$ cat src/rtl/dt_pkg.sv
// rtl/dt_pkg.sv - shared sizes, FSM states and border test for the ridge extractor
package dt_pkg;

  localparam int IMG_LOG2 = 7;
  localparam int PIX_W    = 8;
  localparam int WORD_W   = 16;
  localparam int IDX_W    = 2 * IMG_LOG2;
  localparam int SKL_W    = IDX_W - 4;
  localparam int SIDE     = 1 << IMG_LOG2;

  typedef enum logic [3:0] {
    IDLE, PIX, CEN, RN, RW, RE, RS, WR, DONE
  } state_e;

  // Border pixels have an incomplete 4-neighbourhood, so they are never read.
  function automatic logic is_border(input logic [IDX_W-1:0] idx);
    logic [IMG_LOG2-1:0] row;
    logic [IMG_LOG2-1:0] col;
    row = idx[IDX_W-1:IMG_LOG2];
    col = idx[IMG_LOG2-1:0];
    return (row == '0) || (row == '1) || (col == '0) || (col == '1);
  endfunction

endpackage

$ cat src/rtl/dt_bit_packer.sv
// rtl/dt_bit_packer.sv - MSB-first 16-bit skeleton word packer with word-complete flag
module dt_bit_packer
  import dt_pkg::*;
(
  input  logic              clk_i,
  input  logic              reset_i,
  input  logic              clear_i,
  input  logic              shift_i,
  input  logic              bit_i,
  output logic [WORD_W-1:0] word_o,
  output logic              last_o
);

  localparam int CNT_W = $clog2(WORD_W);

  logic [WORD_W-1:0] sr_q, sr_d;
  logic [CNT_W-1:0]  cnt_q, cnt_d;

  always_comb begin
    sr_d  = sr_q;
    cnt_d = cnt_q;
    if (clear_i) begin
      sr_d  = '0;
      cnt_d = '0;
    end else if (shift_i) begin
      sr_d  = {sr_q[WORD_W-2:0], bit_i};
      cnt_d = cnt_q + CNT_W'(1);
    end
  end

  always_ff @(posedge clk_i) begin
    if (!reset_i) begin
      sr_q  <= '0;
      cnt_q <= '0;
    end else begin
      sr_q  <= sr_d;
      cnt_q <= cnt_d;
    end
  end

  assign word_o = sr_q;
  // High while the next shifted bit completes the word.
  assign last_o = (cnt_q == CNT_W'(WORD_W - 1));

endmodule

$ cat src/rtl/dt_ridge_extract.sv
// rtl/dt_ridge_extract.sv - scans the distance map and writes a 1-bpp ridge skeleton
module dt_ridge_extract
  import dt_pkg::*;
(
  input  logic              clk_i,
  input  logic              reset_i,
  input  logic              start_i,
  output logic              res_rd_o,
  output logic [IDX_W-1:0]  res_addr_o,
  input  logic [PIX_W-1:0]  res_di_i,
  output logic              skl_wr_o,
  output logic [SKL_W-1:0]  skl_addr_o,
  output logic [WORD_W-1:0] skl_do_o,
  output logic              busy_o,
  output logic              done_o,
  output logic [PIX_W-1:0]  max_dist_o,
  output logic [IDX_W-1:0]  ridge_cnt_o
);

  state_e            state_q, state_d;
  logic [IDX_W-1:0]  idx_q, idx_d;
  logic [PIX_W-1:0]  v_q, v_d;
  logic              fail_q, fail_d;
  logic [PIX_W-1:0]  max_q, max_d;
  logic [IDX_W-1:0]  cnt_q, cnt_d;
  logic              done_q, done_d;

  logic              adv, adv_bit, neigh_gt;
  logic              pk_clear, pk_shift, pk_bit, pk_last;
  logic [WORD_W-1:0] pk_word;

  dt_bit_packer u_packer (
    .clk_i   (clk_i),
    .reset_i (reset_i),
    .clear_i (pk_clear),
    .shift_i (pk_shift),
    .bit_i   (pk_bit),
    .word_o  (pk_word),
    .last_o  (pk_last)
  );

  assign neigh_gt = (res_di_i > v_q);

  always_comb begin
    state_d    = state_q;
    idx_d      = idx_q;
    v_d        = v_q;
    fail_d     = fail_q;
    max_d      = max_q;
    cnt_d      = cnt_q;
    done_d     = done_q;
    res_rd_o   = 1'b0;
    res_addr_o = '0;
    skl_wr_o   = 1'b0;
    skl_addr_o = '0;
    skl_do_o   = '0;
    pk_clear   = 1'b0;
    pk_shift   = 1'b0;
    pk_bit     = 1'b0;
    adv        = 1'b0;
    adv_bit    = 1'b0;
    case (state_q)
      IDLE: if (start_i) begin
        done_d   = 1'b0;
        max_d    = '0;
        cnt_d    = '0;
        idx_d    = '0;
        pk_clear = 1'b1;
        state_d  = PIX;
      end
      PIX: if (is_border(idx_q)) begin
        adv = 1'b1;
      end else begin
        res_rd_o   = 1'b1;
        res_addr_o = idx_q;
        state_d    = CEN;
      end
      CEN: begin
        v_d    = res_di_i;
        fail_d = 1'b0;
        if (res_di_i > max_q) max_d = res_di_i;
        if (res_di_i == '0) begin
          adv = 1'b1;
        end else begin
          res_rd_o   = 1'b1;
          res_addr_o = idx_q - IDX_W'(SIDE);
          state_d    = RN;
        end
      end
      // Each neighbour state checks the word requested last cycle and requests the next.
      RN: begin
        fail_d     = fail_q | neigh_gt;
        res_rd_o   = 1'b1;
        res_addr_o = idx_q - IDX_W'(1);
        state_d    = RW;
      end
      RW: begin
        fail_d     = fail_q | neigh_gt;
        res_rd_o   = 1'b1;
        res_addr_o = idx_q + IDX_W'(1);
        state_d    = RE;
      end
      RE: begin
        fail_d     = fail_q | neigh_gt;
        res_rd_o   = 1'b1;
        res_addr_o = idx_q + IDX_W'(SIDE);
        state_d    = RS;
      end
      RS: begin
        adv     = 1'b1;
        adv_bit = !(fail_q | neigh_gt);
        cnt_d   = cnt_q + IDX_W'(adv_bit);
      end
      WR: begin
        skl_wr_o   = 1'b1;
        skl_addr_o = idx_q[IDX_W-1:4];
        skl_do_o   = pk_word;
        if (idx_q == '1) begin
          done_d  = 1'b1;
          state_d = DONE;
        end else begin
          idx_d   = idx_q + IDX_W'(1);
          state_d = PIX;
        end
      end
      DONE:    state_d = IDLE;
      default: state_d = IDLE;
    endcase
    if (adv) begin
      pk_shift = 1'b1;
      pk_bit   = adv_bit;
      if (pk_last) begin
        state_d = WR;
      end else begin
        idx_d   = idx_q + IDX_W'(1);
        state_d = PIX;
      end
    end
  end

  always_ff @(posedge clk_i) begin
    if (!reset_i) begin
      state_q <= IDLE;
      idx_q   <= '0;
      v_q     <= '0;
      fail_q  <= 1'b0;
      max_q   <= '0;
      cnt_q   <= '0;
      done_q  <= 1'b0;
    end else begin
      state_q <= state_d;
      idx_q   <= idx_d;
      v_q     <= v_d;
      fail_q  <= fail_d;
      max_q   <= max_d;
      cnt_q   <= cnt_d;
      done_q  <= done_d;
    end
  end

  assign busy_o      = (state_q != IDLE) && (state_q != DONE);
  assign done_o      = done_q;
  assign max_dist_o  = max_q;
  assign ridge_cnt_o = cnt_q;

endmodule
$ cat config.mk
export PLATFORM = sky130hd
export DESIGN_NAME = dt_ridge_extract
export DESIGN_NICKNAME = d
export VERILOG_FILES = /design/src/rtl/dt_pkg.sv /design/src/rtl/dt_bit_packer.sv /design/src/rtl/dt_ridge_extract.sv
export SDC_FILE = /design/constraint.sdc
export NUM_CORES = 1
export LEC_CHECK = 0
export ABC_AREA = 1
export BUFFER_PORTS_ARGS = -buffer_cell sky130_fd_sc_hd__clkbuf_2
export CAP_MARGIN = 20
export CORE_MARGIN = 5
export CORE_UTILIZATION = 62
export DETAILED_ROUTE_END_ITERATION = 16
export GPL_TIMING_DRIVEN = 0
export PLACE_DENSITY = 0.95
export SYNTH_ARGS = -nofsm -noshare
export SYNTH_HDL_FRONTEND = slang
export SYNTH_SLANG_ARGS = --single-unit
$ cat constraint.sdc
create_clock -name clk_i -period 3.8 [get_ports clk_i]
set_input_delay 0.57 -clock clk_i [delete_from_list [all_inputs] [get_ports clk_i]]
set_output_delay 0.57 -clock clk_i [all_outputs]
set_load 0.05 [all_outputs]
# == After elaboration in Yosys (flattened, before gate mapping) ==
# Index checks and enable logic that the tools add are counted.
# totals
output_inout_bits,66
ff_bits,70
elab_cells,96
# op_classes
bitwise_logic,2
order_cmp,2
n_addsub,6
eq_ne,19
n_mux,38
reduce_logical,20
# op_table
op,n
$mux W14,7
$pmux W14 S5,1
$pmux W14 S2,2
$pmux W4 S8,1
$mux W4,5
$eq A4 B3 Y1 const B,4
$gt A8 B8 Y1,2
$mux W16,1
$mux W8,2
$pmux W8 S2,1
$add A14 B1 Y14,1
$add A14 B1 Y14 const B,1
$add A14 B8 Y14 const B,1
$eq A14 B14 Y1 const B,1
$eq A7 B7 Y1 const B,2
$logic_not A7 Y1,2
$sub A14 B1 Y14 const B,1
$sub A14 B8 Y14 const B,1
$mux W1,12
$mux W10,1
$ne A3 B3 Y1 const B,3
$eq A4 B2 Y1 const B,2
$logic_not A8 Y1,1
$ne A2 B2 Y1 const B,4
other kinds (20),28

# == Longest topological paths before layout ==
# depth
word_depth,8
depth_mapped,20
depth_no_buf,20

# == Hierarchy ==
# A second synthesis with hierarchy kept.
# hier_totals
cells_unflattened,737
area_unflattened_um2,4794.6
# modules_own_cells
module,cells_each,instances,seq_area_each_um2,area_each_um2
dt_ridge_extract,643,1,1001.0,4072.7
dt_bit_packer,94,1,400.4,721.9

# == Worst setup path after synthesis ==
# OpenSTA, ideal clock, no wires.
# synth_path
path_kind,register to output
start,register idx_q[7]
end,output res_addr_o[12]
t_required_ns,3.230
slack_ns,1.036
arrival_time_ns,2.194
stages_incl_launch_ff,9
n_path_buf,1
path_cell_list,dfxtp_1 buf_2 inv_1 ha_1 nand2_1 nor2_1 nor2_2 nand3_1 o21ai_0
# synth_via
elab_chain_len,6
elab_cells_between_ends,12
classes_between,add/sub (4); eq/ne (1); mux (3); reduce/logical (4)
# synth_lines
element,line_no,text
start: declaration,dt_ridge_extract.sv:21,"logic [IDX_W-1:0] idx_q, idx_d;"
start signal: assignment,dt_ridge_extract.sv:152,idx_q <= idx_d;
branches (longest 5 deep; another with $sub A14 B8 Y14),n/a,
$pmux W14 S5 *,dt_ridge_extract.sv:62,case (state_q)
end: declaration,dt_ridge_extract.sv:9,"output logic [IDX_W-1:0] res_addr_o,"
# Every way passes the cells marked *.

# == Worst setup path in the final report ==
# layout_path
start,register idx_q[7]
end,output res_addr_o[5]
# layout_via
elab_chain_len,6
elab_cells_between_ends,7
classes_between,eq/ne (1); mux (2); reduce/logical (4)
# layout_lines
element,line_no,text
$eq A7 B7 Y1 or $logic_not A7 Y1 (tied branches),dt_pkg.sv:21,return (row == '0) || (row == '1) || (col == '0) || (col == '1);
$logic_or A1 B1 Y1 * (3 in a row),dt_pkg.sv:21,
$mux W14 *,dt_ridge_extract.sv:71,PIX: if (is_border(idx_q)) begin
$pmux W14 S5 *,dt_ridge_extract.sv:62,
# Mark *: on every way between the ends. The rest lies on a longest branch, timed or not.

==> results_dict.tcl <==
set metrics [dict create \
    drt_first_iter_violations 345 \
    cts_hold_buf 0 \
    crit_fanout 8 \
    place_congestion 0.951 \
    io_pins 77 \
    seq_power_share_pct 45.2 \
    skew_ns 0.0149 \
    grtUsageTotal_pct 28.2 \
    dpl.cell_count 894 \
    worst_hold_slack_ns 0.469 \
    min-delay-path-class "register to register" \
    end_kind "primary output" \
    num_vias 5227 \
    clk_latency_ns 0.36 \
    port_buffers 76 \
    ys.flop_type "dfxtp_1" \
    rsz0062_at_grt "false" \
    cp_cell_sequence "buf_2 -> inv_1 -> ha_1 -> nand2_1 -> nor2_1 -> nor2_2 -> nand3_1 -> nand3_1 -> inv_2 -> o21ai_0 -> nand2_1 -> nand3_1 -> clkbuf_2" \
    cts_resized 0 \
    relSlewSlack_pct 46.3 \
    critPathMostFrequentCell "nand3_1" \
    dp_hpwl_mm 10.1 \
    drive_gt1_share_pct 18.6 \
    period_needed_ns 3.12 \
    synthMuxAreaShare_pct 0 \
    synth.avg_cell_area_um2 6.54 \
    syn_nets 754 \
    post_drt_wl_per_cell_um 14.9 \
    drtAntennaViolNets 0 \
    path_clk_slew_ns 0.08 \
    peakVddDrop_uv 254 \
    fin_nets 841 \
    tns_ns 0 \
    start_util_pct 64.2 \
    criticalPathCategory "register to primary output" \
    drc 0 \
    h-tree-depth 3 \
    synthAdderAreaFrac_pct 6.38 \
    cts_tree "built" \
    cp.arrival_ns 2.55 \
    ys_types 43 \
    clock_path_buffers 2 \
    grt_pass1_wl_mm 22.6 \
    p_switching_uw 496 \
    slowest_stage "dfxtp_1" \
    outcome "finished, final reports clean" \
    drv_slew 0 \
    fmax_mhz 321 \
    drv_cap 0 \
    dieArea_um2 9430 \
    cts_made_buffers 9 \
    area_growth_pct 15.4 \
    setup_viol 0 \
    synth_edf_count 0 \
    p_per_area_nw_per_um2 313 \
    yosys_warnings 0 \
    instances_no_fill 910 \
    fillers 533 \
    critPathBufInv 4 \
    clock_sinks 70 \
    grt_pass1_vias 5008 \
    start_kind "register" \
    dr.pass1.iters 6 \
    async_reset_ff_share_pct 0 \
    cp.required_ns 3.23 \
    max_slew.worst_pin.slew_ns 0.805 \
    coreArea_um2 7330 \
    postSynthCellCount 719 \
    switching_share_pct 29.2 \
    clock_power_share_pct 39.7 \
    postCtsSetupBuffers 0 \
    grt_overflow 0 \
    die_y_um 97.1 \
    synth-compound-area-share_pct 17.7 \
    dieWidth_um 97.1 \
    hold_viol 0 \
    intPower_uw 1200 \
    p_leak_uw 0.00244 \
    netlist_area_um2 4700 \
    grt_antenna_before_repair 0 \
    synth_xor_area_share_pct 1.86 \
    regToRegSetupSlack_ns 1.12 \
    n_antenna_cell 0 \
    rows 31 \
    power_frac_comb_pct 15.0 \
    wl_mm 13.5 \
    grt_max_degree 14 \
    finalCritPeriodShare_pct 82.0 \
    viasPerCell 5.74 \
    synth_top_family_by_area "simple AND/OR/NAND/NOR gates" \
    critPathMaxStageDelay_ns 0.32 \
    yosys.area_share.simple_pct 33.2 \
    final_common_cell "nand2_1" \
    cts-root-buf "clkbuf_8" \
    critPathTopFamily "buffers and inverters" \
    final_cell_mix "nand2_1 (142), nor2_1 (107), inv_1 (90)" \
    synth_seq_area_share_pct 29.8 \
    yosys_register_bits 70 \
]
[synthesized netlist by cell type (all sizes together) (8+ instances only)]
| library cell | count | area [um^2] |
|---|---|---|
| dfxtp | 70 | 1400 |
| a21oi | 67 | 377 |
| nor3 | 11 | 60.1 |
| buf | 16 | 116 |
| clkbuf | 11 | 41.3 |
| nand3 | 61 | 365 |
| nand2 | 149 | 597 |
| ha | 24 | 300 |
| xor2 | 8 | 70.1 |
| nor2 | 114 | 460 |
| inv | 97 | 364 |
| o21ai | 49 | 245 |
[tightest hold or removal path, cell delays in order, from the launching register on]
cell and delay [ns]:
dfxtp_1 0.32, nand2_1 0.06, a21oi_1 0.05
[flip-flops by register name (all words and copies together) (netlist names)]
name and flops:
max_dist_o 8, u_packer.cnt_q 4, done_o 1, ridge_cnt_o 14
idx_q 14, fail_q 1, v_q 8, state_q 4
u_packer.word_o 16
[power by group through the flow]
stage               logic (uW)  clock network (uW)  registers [uW]
finish                     256                 675             769
global route               281                 706             771
CTS                        252                 675             768
detailed placement         248                   0             785
global placement           237                   0             784
floorplan                  161                   0             806
[layer usage]
| layer | track usage, % | vias up | wire length (um) |
|---|---|---|---|
| met3 | 5.60 | 26 | 909 |
| met4 | 10.4 | 0 | 300 |
| li1 | - | 2516 | - |
| met1 | 32.6 | 2464 | 5440 |
| met2 | 51.1 | 221 | 6900 |
| met5 | 0 | - | 0 |
[stage by stage]
stage	setup slack (ns)	area (um^2)	utilization [%]	power, uW
after floorplan	1.04	4700	-	968
after global placement	0.984	5210	71.1	1020
after detailed placement	0.906	5210	71.1	1030
after CTS	0.700	5430	74.1	1690
after global routing	0.425	5430	74.1	1760
final	0.683	5430	74.1	1700
[cells by family after synthesis]
kind of cell,Yosys count
flip-flops,70
adder cells (fa/ha/maj),24
XOR/XNOR,10
AND/OR/NAND/NOR,347
AO/OA/AOI/OAI,144
buffers and inverters,124
[cell type report]
cell class | instances | area (um^2) | share of cell area [%]
clock buffer | 9 | 124 | 2.28
timing repair buffer | 76 | 380 | 7.01
inverter | 97 | 364 | 6.71
buffer | 27 | 158 | 2.90
sequential | 70 | 1400 | 25.8
clock inverter | 7 | 96.3 | 1.77
multi-input combinational | 525 | 2780 | 51.2
tap | 99 | 124 | 2.28
[final timing paths]
| path | startpoint | end | depth (start not counted) |
|---|---|---|---|
| worst max-delay path | idx_q[7]$_SDFF_PN0_ | res_addr_o[5] | 13 |
| worst min-delay path | v_q[5]$_SDFFE_PN0P_ | v_q[5]$_SDFFE_PN0P_ | 2 |
| worst min register to register | v_q[5]$_SDFFE_PN0P_ | v_q[5]$_SDFFE_PN0P_ | 2 |
| worst max register to register | v_q[5]$_SDFFE_PN0P_ | ridge_cnt_o[11]$_SDFFE_PN0P_ | 19 |
(Power assumes the default switching activity.)
